File: config.mk
export PLATFORM = sky130hd
export DESIGN_NAME = tnn_neuron_seq
export DESIGN_NICKNAME = d
export VERILOG_FILES = /design/src/rtl/tnn_neuron_seq.sv
export SDC_FILE = /design/constraint.sdc
export NUM_CORES = 1
export LEC_CHECK = 0
export ABC_AREA = 0
export CELL_PAD_IN_SITES_DETAIL_PLACEMENT = 0
export CELL_PAD_IN_SITES_GLOBAL_PLACEMENT = 1
export CORE_ASPECT_RATIO = 1.1
export CORE_MARGIN = 1.5
export CORE_UTILIZATION = 32
export CTS_CLUSTER_SIZE = 40
export DETAILED_ROUTE_END_ITERATION = 16
export HOLD_SLACK_MARGIN = 0.03
export PLACE_DENSITY_LB_ADDON = 0.1
export SLEW_MARGIN = 20
export SYNTH_ARGS = -nofsm -noshare
export SYNTH_HDL_FRONTEND = slang
export SYNTH_SLANG_ARGS = --single-unit
File: constraint.sdc
create_clock -name clk -period 6.6 [get_ports clk]
set_clock_uncertainty 0.05 [all_clocks]
set_input_delay 0.66 -clock clk [delete_from_list [all_inputs] [get_ports clk]]
set_output_delay 0.66 -clock clk [all_outputs]
set_load 0.03 [all_outputs]
File: src/rtl/tnn_neuron_seq.sv
// Sequential ternary-NN neuron: streams up to N_MAX weighted activations and emits (sum > THRESH).
// Optional build macro TNN_MARGIN_OUT_EN adds the signed out_margin result port (final acc - THRESH).
module tnn_neuron_seq #(
   parameter int IN_W   = 3,
   parameter int N_MAX  = 5,
   parameter int THRESH = 0,
   localparam int ACC_W = IN_W + $clog2(N_MAX) + 1
) (
   input  logic                    clk,
   input  logic                    rst,
   input  logic                    in_valid,
   output logic                    in_ready,
   input  logic [IN_W-1:0]         in_data,
   input  logic [1:0]              in_weight,
   input  logic                    in_last,
   output logic                    out_valid,
   input  logic                    out_ready,
`ifdef TNN_MARGIN_OUT_EN
   output logic signed [ACC_W-1:0] out_margin,
`endif
   output logic                    out_bit
);

   localparam int CNT_W = $clog2(N_MAX + 1);
   localparam logic signed [ACC_W-1:0] THRESH_C = ACC_W'(THRESH);
   localparam logic [CNT_W-1:0]        LAST_IDX = CNT_W'(N_MAX - 1);

   typedef enum logic [1:0] {
      S_IDLE = 2'd0,
      S_ACC  = 2'd1,
      S_DONE = 2'd2
   } state_t;

   state_t                   state_q;
   logic signed [ACC_W-1:0]  acc_q;
   logic [CNT_W-1:0]         cnt_q;
   logic                     in_ready_q;
   logic                     out_valid_q;
   logic                     out_bit_q;
`ifdef TNN_MARGIN_OUT_EN
   logic signed [ACC_W-1:0]  margin_q;
`endif

   logic signed [ACC_W-1:0]  data_ext_d;
   logic signed [ACC_W-1:0]  term_d;
   logic signed [ACC_W-1:0]  sum_d;
   logic                     end_beat_d;
   logic                     in_xfer_d;

   // Activation is unsigned, so zero-extend before applying the ternary sign.
   always_comb begin
      data_ext_d = signed'({{(ACC_W - IN_W){1'b0}}, in_data});
      term_d     = '0;
      case (in_weight)
         2'b01:   term_d = data_ext_d;
         2'b11:   term_d = -data_ext_d;
         default: term_d = '0;
      endcase
      sum_d      = (state_q == S_IDLE) ? term_d : acc_q + term_d;
      end_beat_d = in_last || (cnt_q == LAST_IDX);
      in_xfer_d  = in_valid && in_ready_q;
   end

   always_ff @(posedge clk) begin
      if (rst) begin
         state_q     <= S_IDLE;
         acc_q       <= '0;
         cnt_q       <= '0;
         in_ready_q  <= 1'b1;
         out_valid_q <= 1'b0;
         out_bit_q   <= 1'b0;
`ifdef TNN_MARGIN_OUT_EN
         margin_q    <= '0;
`endif
      end else begin
         case (state_q)
            S_IDLE, S_ACC: begin
               if (in_xfer_d) begin
                  acc_q <= sum_d;
                  cnt_q <= cnt_q + CNT_W'(1);
                  if (end_beat_d) begin
                     // Result is captured from the final sum so it stays stable through DONE.
                     state_q     <= S_DONE;
                     in_ready_q  <= 1'b0;
                     out_valid_q <= 1'b1;
                     out_bit_q   <= (sum_d > THRESH_C);
`ifdef TNN_MARGIN_OUT_EN
                     margin_q    <= sum_d - THRESH_C;
`endif
                  end else begin
                     state_q <= S_ACC;
                  end
               end
            end
            S_DONE: begin
               if (out_ready) begin
                  state_q     <= S_IDLE;
                  acc_q       <= '0;
                  cnt_q       <= '0;
                  in_ready_q  <= 1'b1;
                  out_valid_q <= 1'b0;
               end
            end
            default: begin
               state_q     <= S_IDLE;
               acc_q       <= '0;
               cnt_q       <= '0;
               in_ready_q  <= 1'b1;
               out_valid_q <= 1'b0;
            end
         endcase
      end
   end

   assign in_ready  = in_ready_q;
   assign out_valid = out_valid_q;
   assign out_bit   = out_bit_q;
`ifdef TNN_MARGIN_OUT_EN
   assign out_margin = margin_q;
`endif

endmodule

Word-level counts from Yosys, hierarchy flattened
Index checks and enable logic that the tools add are counted.
Word-level totals
  register bits after elaboration: 15
  word-level logic and storage cells: 45
  output and inout port bits: 3
  input bits: 10
Operators by class
  reductions and logical operators: 7
  equality and inequality tests: 8
  $lt $le $gt $ge: 1
  mux-type cells: 20
  add/sub/neg operators: 3
Operators by type and width (count)
  7-bit case mux with 2 select lines: 2
  7-bit 2-to-1 mux: 3
  7-bit adder: 1
  7-bit by 1-bit > comparator with 1-bit output, second input constant: 1
  3-bit negation with 7-bit output: 1
  1-bit 2-to-1 mux: 6
  2-bit 2-to-1 mux: 3
  3-bit 2-to-1 mux: 2
  2-bit != test, second input constant: 3
  3-bit case mux with 2 select lines: 1
  3-bit AND reduction: 2
  2-bit by 1-bit equality test with 1-bit output, second input constant: 2
  2-bit equality test, second input constant: 2
  1-bit case mux with 2 select lines: 2
  2-bit case mux with 2 select lines: 1
  3-bit by 1-bit adder with 3-bit output, second input constant: 1
  3-bit equality test, second input constant: 1
  2-bit zero test: 1
  2-bit AND reduction: 1
  2-bit OR reduction: 1
  1-bit logical AND: 1
  1-bit logical OR: 1

Longest topological paths before layout
  word-level depth: 6
  depth in mapped cells: 12

Worst setup path after synthesis
Ideal clock, no wire load.
  path type: input-to-reg
  start point: input in_data[0]
  end point: register out_bit_q, in the netlist out_bit
  required time: 6.428 ns
  stages on the path: 12
  path slack: 3.678 ns
  path buffers: 0
  data arrival time: 2.750 ns
  cell sequence: inv_1 -> ha_1 -> ha_1 -> mux2i_1 -> nor2b_1 -> ha_1 -> a211oi_2 -> o21ba_2 -> o31ai_1 -> or4_4 -> nor3_2 -> o41ai_1
Between the ends
  cells in the longest elaborated chain, start to end: 5
RTL lines
  start: declaration: RTL line 13  | input logic [IN_W-1:0] in_data,
  3-bit negation with 7-bit output: RTL line 56  | 2'b11: term_d = -data_ext_d;
  7-bit case mux with 2 select lines *: RTL line 54  | case (in_weight)
  7-bit adder: RTL line 59  | sum_d = (state_q == S_IDLE) ? term_d : acc_q + term_d;
  7-bit 2-to-1 mux *: RTL line 59
  7-bit by 1-bit > comparator with 1-bit output *: RTL line 86  | out_bit_q <= (sum_d > THRESH_C);
  end signal: assignment: RTL line 86
  end: declaration: RTL line 39  | logic out_bit_q;
Every way passes the cells marked *; elsewhere a longest branch is shown, timed or not.
A chain may end at the register's enable or synchronous reset.

Worst setup path in the final report
Ends and elaborated chain as after synthesis.

==> flow_summary_export.csv <==
group,metric,value,unit
sta,tightest_slew,0.769,ns
placed_design,hpwlAfterDp,1830,um
global_routing,grt.total_usage,0.141,
clocking,tritoncts,"done",
routing,wire_per_inst,13.9,um
critical_path,startpoint_type,"primary input",
finish,layout-drive-gt1-share,0.127,
clocking,cts_buffers,3,
sta,final.setup.tns,0,ns
clocking,cts_hold_buf,0,
sta,rsz0062_at_grt,"no",
placed_design,place_area,1220,um2
logic_synthesis,avgSynthCellArea,8.85,um2
critical_path,crit_fanout,3,
power_and_ir_drop,leakagePower,0.487,nW
finish,fin_cells,168,
critical_path,cp_slowest_cell,"clkdlybuf4s50_1",
logic_synthesis,syn_nets,143,
critical_path,cp.required,6.73,ns
die,io_pins,13,
power_and_ir_drop,swShare,0.323,
logic_synthesis,yosysTopAreaCell,"dfxtp_1",
critical_path,regToRegEndpoint,"out_bit",
clocking,clkLatencyLatePin,0.28,ns
global_routing,grt_overflow,0,
logic_synthesis,synth_edf_count,0,
logic_synthesis,synth.top_cells.by_count,"nor2_1, dfxtp_1, ha_1, nand2_1",
power_and_ir_drop,comb_power_share,0.314,
clocking,post_cts_buffers,0,
clocking,clkTransAtPathRegs,0.09,ns
logic_synthesis,synthCells,122,
placed_design,placed_cells,164,
sta,setup_violations,0,
logic_synthesis,synth_most_common_cell,"nor2_1",
clocking,ctsLongestPathBuffers,2,
finish,nFillCells,321,
clocking,cts_sinks,15,
critical_path,end_kind,"flop",
logic_synthesis,synth-async-reset-ratio,0,
routing,dr.pass1.iters,4,
placed_design,gp_congestion,0.762,
power_and_ir_drop,internal_power,0.000153,W
critical_path,crit_start,"in_data[0]",
critical_path,r2r_cells,8,
finish,area_delta_synth_final,15.4,%
routing,viasPerCell,5.38,
logic_synthesis,syn_area,1080,um2
logic_synthesis,yosysUniqueCellTypes,42,
job,cap_viol_max_count,0,
global_routing,grt_pass1_vias,914,
global_routing,antenna_found_initial,0,
hold_path,min_path_type,"reg2reg",
power_and_ir_drop,p_clk_frac,0.229,
sta,finalMaxSlewViolations,0,
placed_design,io_buffers,12,
clocking,htreeDepth,1,
critical_path,path_buf_inv,2,
die,core-area,3130,um2
critical_path,critPathCapture,"out_bit",
critical_path,reg2reg_setup_slack,4.20,ns
power_and_ir_drop,power_density,181,nW/um2
power_and_ir_drop,ir_worst_vdd,100,uV
clocking,cts-root-buf,"clkbuf_4",
routing,dr_total_vias,903,
sta,fmax,290,MHz
die,die_h,63.9,um
sta,fin_crit,3.45,ns
sta,slew_headroom,0.486,
finish,nNetsFinal,156,
global_routing,grt_max_degree,16,
power_and_ir_drop,power_frac_seq,0.457,
die,initial_core_util,0.345,
status,status,"finished, final reports clean",
routing,wirelength,2330,um
die,rows,21,
logic_synthesis,yosys.area.top_type_share,0.278,
critical_path,crit_path_cell_trace,"clkdlybuf4s50_1, inv_1, ha_1, ha_1, mux2i_1, nor2b_1, ha_1, a211oi_2, nor3b_2, o31ai_1, or4_4, nor3_2, o41ai_1",
routing,drc,0,
critical_path,r2r_start,"acc_q[0]",
critical_path,crit_path_frequent_cell,"ha_1",
critical_path,timing_worst_setup_path_type,"in2reg",
routing,final_antenna_net_count,0,
finish,stdcell_area,1250,um2
clocking,cts_resized,0,
sta,hold_viol_final,0,
critical_path,arrival,3.58,ns
sta,hold_ws,0.419,ns
logic_synthesis,ys.flop_type,"dfxtp_1",
critical_path,path_depth,13,
power_and_ir_drop,power_switching,0.0000728,W
finish,num_antenna_cells,0,
critical_path,slowest_delay,0.50,ns
logic_synthesis,yosysWarnings,0,
die,die_area,3730,um2
logic_synthesis,synth_area_leaders,"dfxtp_1, ha_1, nor2_1",
routing,dr.first_iter.drc_count,11,
logic_synthesis,synth_seq_cells,15,
power_and_ir_drop,power.total,0.000226,W
global_routing,grt_pass1_wl,4100,um
logic_synthesis,ys_seq_area_frac,0.278,
critical_path,critPathTopFamily,"compound AO/OA/AOI/OAI gates",
sta,finalCritPeriodShare,0.522,
die,die_w,58.4,um
## cells by family (layout without fill, tap and decap cells)
| family | count (synthesis) | in the layout | share of synthesized area |
|---|---|---|---|
| AND/OR/NAND/NOR | 51 | 51 | 0.294 |
| AO/OA/AOI/OAI | 28 | 28 | 0.178 |
| flip-flops | 15 | 15 | 0.278 |
| adder cells (fa/ha/maj) | 11 | 11 | 0.134 |
| buffers and inverters | 9 | 21 | 0.0382 |
| multiplexers | 6 | 6 | 0.0603 |
| XOR/XNOR | 2 | 2 | 0.0162 |
## layout by cell type, fill, tap and decap left out, types with 2 or more instances in the layout
cell / netlist / routed
nand2_1: 10 / 10
a22oi_1: 6 / 6
nor4b_2: 2 / 2
nor3b_1: 4 / 4
o31ai_1: 2 / 2
nor3b_2: 2 / 2
a21oi_1: 6 / 6
mux2i_1: 5 / 5
inv_1: 5 / 5
o21ai_0: 4 / 4
a211oi_1: 3 / 3
nor4b_1: 2 / 2
ha_1: 10 / 10
dfxtp_1: 15 / 15
clkbuf_4: 0 / 3
nor2b_1: 2 / 2
clkdlybuf4s50_1: 0 / 12
nor2_1: 16 / 16
## registers in the layout, summed over array words and instances, names as in the netlist
register   cells
cnt_q          3
acc_q          7
state_q        2
in_ready       1
out_valid      1
out_bit        1
## per-layer routing
| layer | routed length [um] | part of all wire | vias to the layer above | GRT usage |
|---|---|---|---|---|
| li1 | - | - | 476 | - |
| met1 | 1120 | 0.48 | 411 | 0.187 |
| met2 | 1110 | 0.48 | 14 | 0.226 |
| met3 | 77 | 0.033 | 2 | 0.0162 |
| met4 | 24 | 0.010 | 0 | 0.0610 |
| met5 | 0 | 0 | - | 0 |
## worst min path at each step
stage	start	endpoint	slack, ns	cells past startpoint
5_1_grt	acc_q[5]	acc_q[5]	0.44	2
4_1_cts	acc_q[5]	acc_q[5]	0.42	2
6_report	acc_q[5]	acc_q[5]	0.42	2
3_3_place_gp	acc_q[5]	acc_q[5]	0.40	2
2_1_floorplan	acc_q[5]	acc_q[5]	0.39	2
3_5_place_dp	acc_q[5]	acc_q[5]	0.40	2
## through the flow
stage               worst slack (ns)   util
floorplan                       3.68      -
global placement                2.84  0.390
detailed placement              2.88  0.390
CTS                             3.12  0.399
global route                    2.89  0.399
finish                          3.15  0.399
## power groups by stage
| stage | clock (W) | combinational (W) | sequential [W] |
|---|---|---|---|
| floorplan | 0 | 0.0000496 | 0.000107 |
| global placement | 0 | 0.0000709 | 0.000105 |
| detailed placement | 0 | 0.0000712 | 0.000105 |
| CTS | 0.0000555 | 0.0000717 | 0.000103 |
| global route | 0.0000588 | 0.0000793 | 0.000104 |
| finish | 0.0000516 | 0.0000708 | 0.000103 |
## cell type report
cell class / count / area [um2] / area share
multi-input combinational: 98 / 738 / 0.592
sequential: 15 / 300 / 0.241
timing repair buffer: 12 / 120 / 0.0964
tap: 34 / 42.5 / 0.0341
clock buffer: 4 / 26.3 / 0.0211
inverter: 5 / 18.8 / 0.0151
## worst min-delay path: stages (launching register included)
cell     delay, ns
dfxtp_1       0.32
nand2_1       0.05
a21oi_1       0.05
Power figures use the tool's default switching activity.
